File: src/rtl/u_ifu_pq.sv
// Instruction fetch unit with a DEPTH-entry prefetch queue between the synchronous
// instruction SRAM and decode; handles branch redirects, replay flushes and misaligned targets.
module u_ifu_pq #(
    parameter int              XLEN     = 32,
    parameter int              AW       = 16,
    parameter int              DEPTH    = 4,
    parameter logic [XLEN-1:0] RESET_PC = '0
) (
    input  logic                       clk,
    input  logic                       rst,
    input  logic                       flush,
    input  logic                       branch,
    input  logic [XLEN-1:0]            br_adr,
    output logic [AW-1:0]              ins_a,
    output logic                       ins_e,
    input  logic [31:0]                ins,
    output logic                       ifu_en,
    output logic [XLEN-1:0]            ifu_pc,
    output logic [31:0]                ifu_ins,
    input  logic                       ifu_rdy,
    output logic                       ifu_err,
    output logic [$clog2(DEPTH+1)-1:0] ifu_cnt
);
    localparam int              PW      = $clog2(DEPTH);
    localparam int              CW      = $clog2(DEPTH+1);
    localparam logic [CW:0]     LP_DEPTH = (CW+1)'(DEPTH);
    localparam logic [XLEN-1:0] LP_STEP  = XLEN'(4);

    logic [XLEN-1:0] r_fpc;
    logic [XLEN-1:0] r_rpc;
    logic [XLEN-1:0] r_ipc;
    logic            r_infl;
    logic            r_err;
    logic [CW-1:0]   r_cnt;
    logic [PW-1:0]   r_rd;
    logic [PW-1:0]   r_wr;
    logic [XLEN-1:0] r_q_pc  [DEPTH];
    logic [31:0]     r_q_ins [DEPTH];

    logic            w_pop;
    logic            w_push;
    logic [CW:0]     w_used;
    logic [XLEN-1:0] w_rpc_nxt;

    assign ifu_en  = (r_cnt != '0);
    assign ifu_pc  = r_q_pc[r_rd];
    assign ifu_ins = r_q_ins[r_rd];
    assign ifu_err = r_err;
    assign ifu_cnt = r_cnt;
    assign ins_a   = r_fpc[AW+1:2];

    assign w_pop     = ifu_en & ifu_rdy;
    assign w_push    = r_infl & ~branch & ~flush;
    assign w_rpc_nxt = w_pop ? r_rpc + LP_STEP : r_rpc;

    // Credit counts the in-flight word so a response always has a free slot.
    assign w_used = {1'b0, r_cnt} + (CW+1)'(r_infl) - (CW+1)'(w_pop);
    assign ins_e  = ~rst & ~branch & ~flush & ~r_err & (w_used < LP_DEPTH);

    always_ff @(posedge clk) begin
        if (rst) begin
            r_fpc  <= RESET_PC;
            r_rpc  <= RESET_PC;
            r_ipc  <= '0;
            r_infl <= 1'b0;
            r_err  <= 1'b0;
            r_cnt  <= '0;
            r_rd   <= '0;
            r_wr   <= '0;
            for (int i = 0; i < DEPTH; i++) begin
                r_q_pc[i]  <= '0;
                r_q_ins[i] <= '0;
            end
        end else if (branch) begin
            r_cnt  <= '0;
            r_rd   <= '0;
            r_wr   <= '0;
            r_infl <= 1'b0;
            r_fpc  <= br_adr;
            r_rpc  <= br_adr;
            r_err  <= |br_adr[1:0];
        end else if (flush) begin
            // A head accepted in the flush cycle counts as consumed.
            r_cnt  <= '0;
            r_rd   <= '0;
            r_wr   <= '0;
            r_infl <= 1'b0;
            r_fpc  <= w_rpc_nxt;
            r_rpc  <= w_rpc_nxt;
        end else begin
            if (w_push) begin
                r_q_pc[r_wr]  <= r_ipc;
                r_q_ins[r_wr] <= ins;
                r_wr          <= r_wr + 1'b1;
            end
            if (w_pop) begin
                r_rd <= r_rd + 1'b1;
            end
            r_rpc  <= w_rpc_nxt;
            r_cnt  <= r_cnt + CW'(w_push) - CW'(w_pop);
            r_infl <= ins_e;
            if (ins_e) begin
                r_ipc <= r_fpc;
                r_fpc <= r_fpc + LP_STEP;
            end
        end
    end
endmodule
File: config.mk
export PLATFORM = sky130hd
export DESIGN_NAME = u_ifu_pq
export DESIGN_NICKNAME = d
export VERILOG_FILES = /design/src/rtl/u_ifu_pq.sv
export SDC_FILE = /design/constraint.sdc
export NUM_CORES = 1
export LEC_CHECK = 0
export ABC_AREA = 1
export BUFFER_PORTS_ARGS = -buffer_cell sky130_fd_sc_hd__buf_2
export CORE_MARGIN = 4
export CORE_UTILIZATION = 45
export CTS_CLUSTER_SIZE = 14
export DETAILED_ROUTE_END_ITERATION = 16
export PLACE_DENSITY_LB_ADDON = 0.12
export RECOVER_POWER = 25
export REMOVE_ABC_BUFFERS = 1
export SYNTH_ARGS = -nofsm -noshare
export SYNTH_HDL_FRONTEND = slang
export SYNTH_SLANG_ARGS = --single-unit
File: constraint.sdc
create_clock -name clk -period 10.3 [get_ports clk]
set_input_delay 0 -clock clk [delete_from_list [all_inputs] [get_ports clk]]
set_output_delay 0 -clock clk [all_outputs]
set_load 0.01 [all_outputs]
==> out/qor.yml <==
timing:
  max_freq_mhz: 160.2
  finalCriticalPeriod_ps: 6242
  rsz0062_at_grt: "no"
  slew_viol_final: 238
  finalSetupViolCount: 0
  whs_ps: 43.78
  fin_crit_sh_pct: 60.60
  relSlewSlack_pct: -169.4
  tns_ps: 0
  tightest_slew_ps: 4042
  hold_violations: 0
  fin_worst_skew_ps: 8.387
logic_synthesis:
  synth_edf_count: 256
  ys_warn_count: 0
  synthArstFlopShare_pct: 0
  ys_ff_latch: 363
  synthCells: 1943
  avgSynthCellArea_um2: 8.726
  synth_cell_types: 42
  yosysSeqAreaShare_pct: 57.97
  synth_ff_type: "edfxtp_1"
  syn-cell-area_um2: 16960
placed_design:
  placed_area_um2: 17990
  gp_congestion: 0.9397
  dp_hpwl_um: 27730
  io_buffer_count: 154
  dp_cells: 2500
critical_path:
  critPathKind: "input pin to flip-flop"
  worstPathMaxFanout: 70
  cp_slowest_stage_delay_ps: 2820
  crit_top_cell: "nor2_1"
  slowest_stage: "clkbuf_1"
  worstPathBufferInverterCount: 5
  cp_top_family: "buffers and inverters"
  cp.required_ps: 10550
  crit_chain: "buf_2 > clkbuf_1 > nor2_1 > nand2_1 > nor2_1 > clkinv_1 > clkbuf_1 > nor2_1 > inv_1 > nor2_1"
  crit_path_start_kind: "input pin"
  arrival_ps: 6490
  end_kind: "flip-flop"
status:
  status: "finished, violations left"
  violations: "capacitance limit, slew limit"
layout:
  multi_input_comb_area_um2: 5703
  synthToLayoutAreaGrowth_pct: 17.16
  final_layout_size_suffix_gt1_share_pct: 10.65
  final_util_pct: 53.88
  num_antenna_cells: 0
  fin_area_um2: 19870
  fillCellCount: 3477
  final_cells: 2636
  nNetsFinal: 2182
  regArea_um2: 9834
clock_network:
  cts.sinks: 363
  cts_buffers: 40
  cts_root_buffer: "clkbuf_16"
  cts_tree: "yes"
  cts_resized: 0
  cts_max_level: 2
  clk_latency_ps: 540
  clk_pin_slew_ps: 60
  cts_buffer_depth: 3
power:
  cellPowerDensity_nw_per_um2: 163.9
  p_leak_nw: 7.658
  vdd_drop_max_mv: 0.1172
global_route:
  grt_util_all_layers_pct: 22.11
  grt_pass1_vias: 13550
  grt_pass1_wl_um: 73630
  overflow: 0
  antenna_found_initial: 0
  grt_max_degree: 75
floorplanning:
  core_um2: 36870
  die_height_um: 202.1
  die_area_um2: 40850
  fp.dieW_um: 202.1
  start_util_pct: 45.98
  num_io_pins: 155
  rows: 70
detailed_routing:
  routed_wl_um: 46240
  firstDrtPassIters: 5
  drt_iter0_markers: 999
  wl_per_cell_um: 17.54
  vias_per_cell: 5.231
  ant_nets: 0
  drc: 0
  vias: 13790
flow_run:
  maxCapViolations: 5
min_path:
  hp-class: "input pin to flip-flop"
[per-stage QoR]
step	worst slack [ps]	power [mW]
after floorplan	3632	1.777
after global placement	6819	1.860
after detailed placement	6725	1.863
after CTS	6611	3.283
after global routing	3453	3.381
final	4058	3.257
[per-layer routing]
layer / up-vias / routed length [µm] / GRT usage (%)
met4: 0 / 1003 / 5.771
met5: - / 0 / 0
li1: 6761 / - / -
met1: 6571 / 21070 / 31.14
met2: 387 / 21670 / 36.14
met3: 69 / 2495 / 3.321
[final timing paths]
| kind | start | to | slack, ps | cells past startpoint |
|---|---|---|---|---|
| hold / removal | rst | r_rpc[23]$_SDFF_PP0_ | 40 | 3 |
| setup / recovery | branch | r_q_ins[1][7]$_SDFFCE_PN0P_ | 4060 | 10 |
| hold reg to reg | r_rd[1]$_SDFFE_PP0N_ | flip-flop | 470 | 2 |
| setup reg to reg | r_infl$_SDFF_PP0_ | r_q_ins[1][7]$_SDFFCE_PN0P_ | 6060 | 7 |
[kinds of logic after synthesis]
family | share of synthesized area (%)
AND/OR/NAND/NOR | 19.92
AO/OA/AOI/OAI | 12.04
flip-flops | 57.97
buffers and inverters | 8.494
XOR/XNOR | 0.9298
adder cells (fa/ha/maj) | 0.6346
[final cells by class]
class,instances,area share [%]
clock buffers,55,5.637
well taps,504,3.174
flip-flops and latches,363,49.51
inverters,236,4.466
repair buffers,239,7.728
multi-input cells,1225,28.71
clock inverters,14,0.7810
[state kept, by name, summed over array words and instances, names as in the netlist, named ones only]
name / cells
r_infl: 1
r_rd: 2
r_wr: 2
ifu_cnt: 3
r_ipc: 32
r_fpc: 32
ifu_err: 1
r_q_ins: 128
r_q_pc: 128
r_rpc: 32
[Yosys cell counts (3+ instances only)]
| library cell | n | share of area [%] |
|---|---|---|
| ha_1 | 7 | 0.52 |
| nand3b_1 | 3 | 0.13 |
| buf_6 | 3 | 0.20 |
| edfxtp_1 | 256 | 45 |
| clkbuf_1 | 81 | 1.8 |
| nor2_2 | 8 | 0.30 |
| or2_2 | 3 | 0.11 |
| nor2_4 | 4 | 0.27 |
| o21bai_1 | 4 | 0.18 |
| buf_1 | 3 | 0.066 |
| o21ai_1 | 4 | 0.12 |
| dfxtp_1 | 107 | 13 |
| a31oi_1 | 14 | 0.52 |
| xnor2_1 | 7 | 0.36 |
| nand3_1 | 83 | 2.5 |
| o22ai_1 | 66 | 2.4 |
| buf_2 | 14 | 0.41 |
| buf_4 | 18 | 0.80 |
| a21oi_1 | 78 | 2.3 |
| nand4_1 | 19 | 0.70 |
| a211oi_1 | 8 | 0.35 |
| nor3_1 | 20 | 0.59 |
| nand2_1 | 215 | 4.8 |
| o21ai_0 | 195 | 5.8 |
| nor2_1 | 460 | 10 |
| xor2_1 | 11 | 0.57 |
| inv_2 | 3 | 0.066 |
| inv_1 | 231 | 5.1 |
[worst register-to-register path: stages, from the launching register on]
cell	delay [ps]
dfxtp_1	310
inv_1	120
nor2_1	90
clkinv_1	60
clkbuf_1	2820
nor2_1	300
inv_1	200
nor2_1	60
[report_power, final]
part           internal (mW)  total (mW)  leakage (nW)  switching (mW)
sequential              1.62        1.65          3.52          0.0354
combinational         0.0714       0.198          3.52           0.126
clock                  0.834        1.41         0.616           0.573
total                   2.52        3.26          7.66           0.734
[placed cells by master (no fill, tap or decap), types with 3 or more instances in the layout]
cell type and n:
xor2_1 11, nand4_1 19, nor2_1 462, edfxtp_1 256, clkbuf_1 36, clkinv_2 3
a21oi_1 79, clkbuf_16 42, nand3_1 83, buf_2 133, o21ai_1 4, nand3b_1 3
o22ai_1 66, ha_1 7, bufinv_16 3, inv_2 3, buf_4 14, o21ai_0 193
o21bai_1 4, clkinv_1 9, a31oi_1 14, nor3_1 20, a211oi_1 8, or2_2 3
dfxtp_1 105, inv_1 229, nor2_2 8, nand2_1 215, xnor2_1 7, dlygate4sd3_1 67
[repair_timing]
action / in CTS / in global routing
hold endpoints to repair: 194 / 0
hold buffers: 67 / 0
setup buffers: 0 / 0
(Power assumes the default switching activity.)
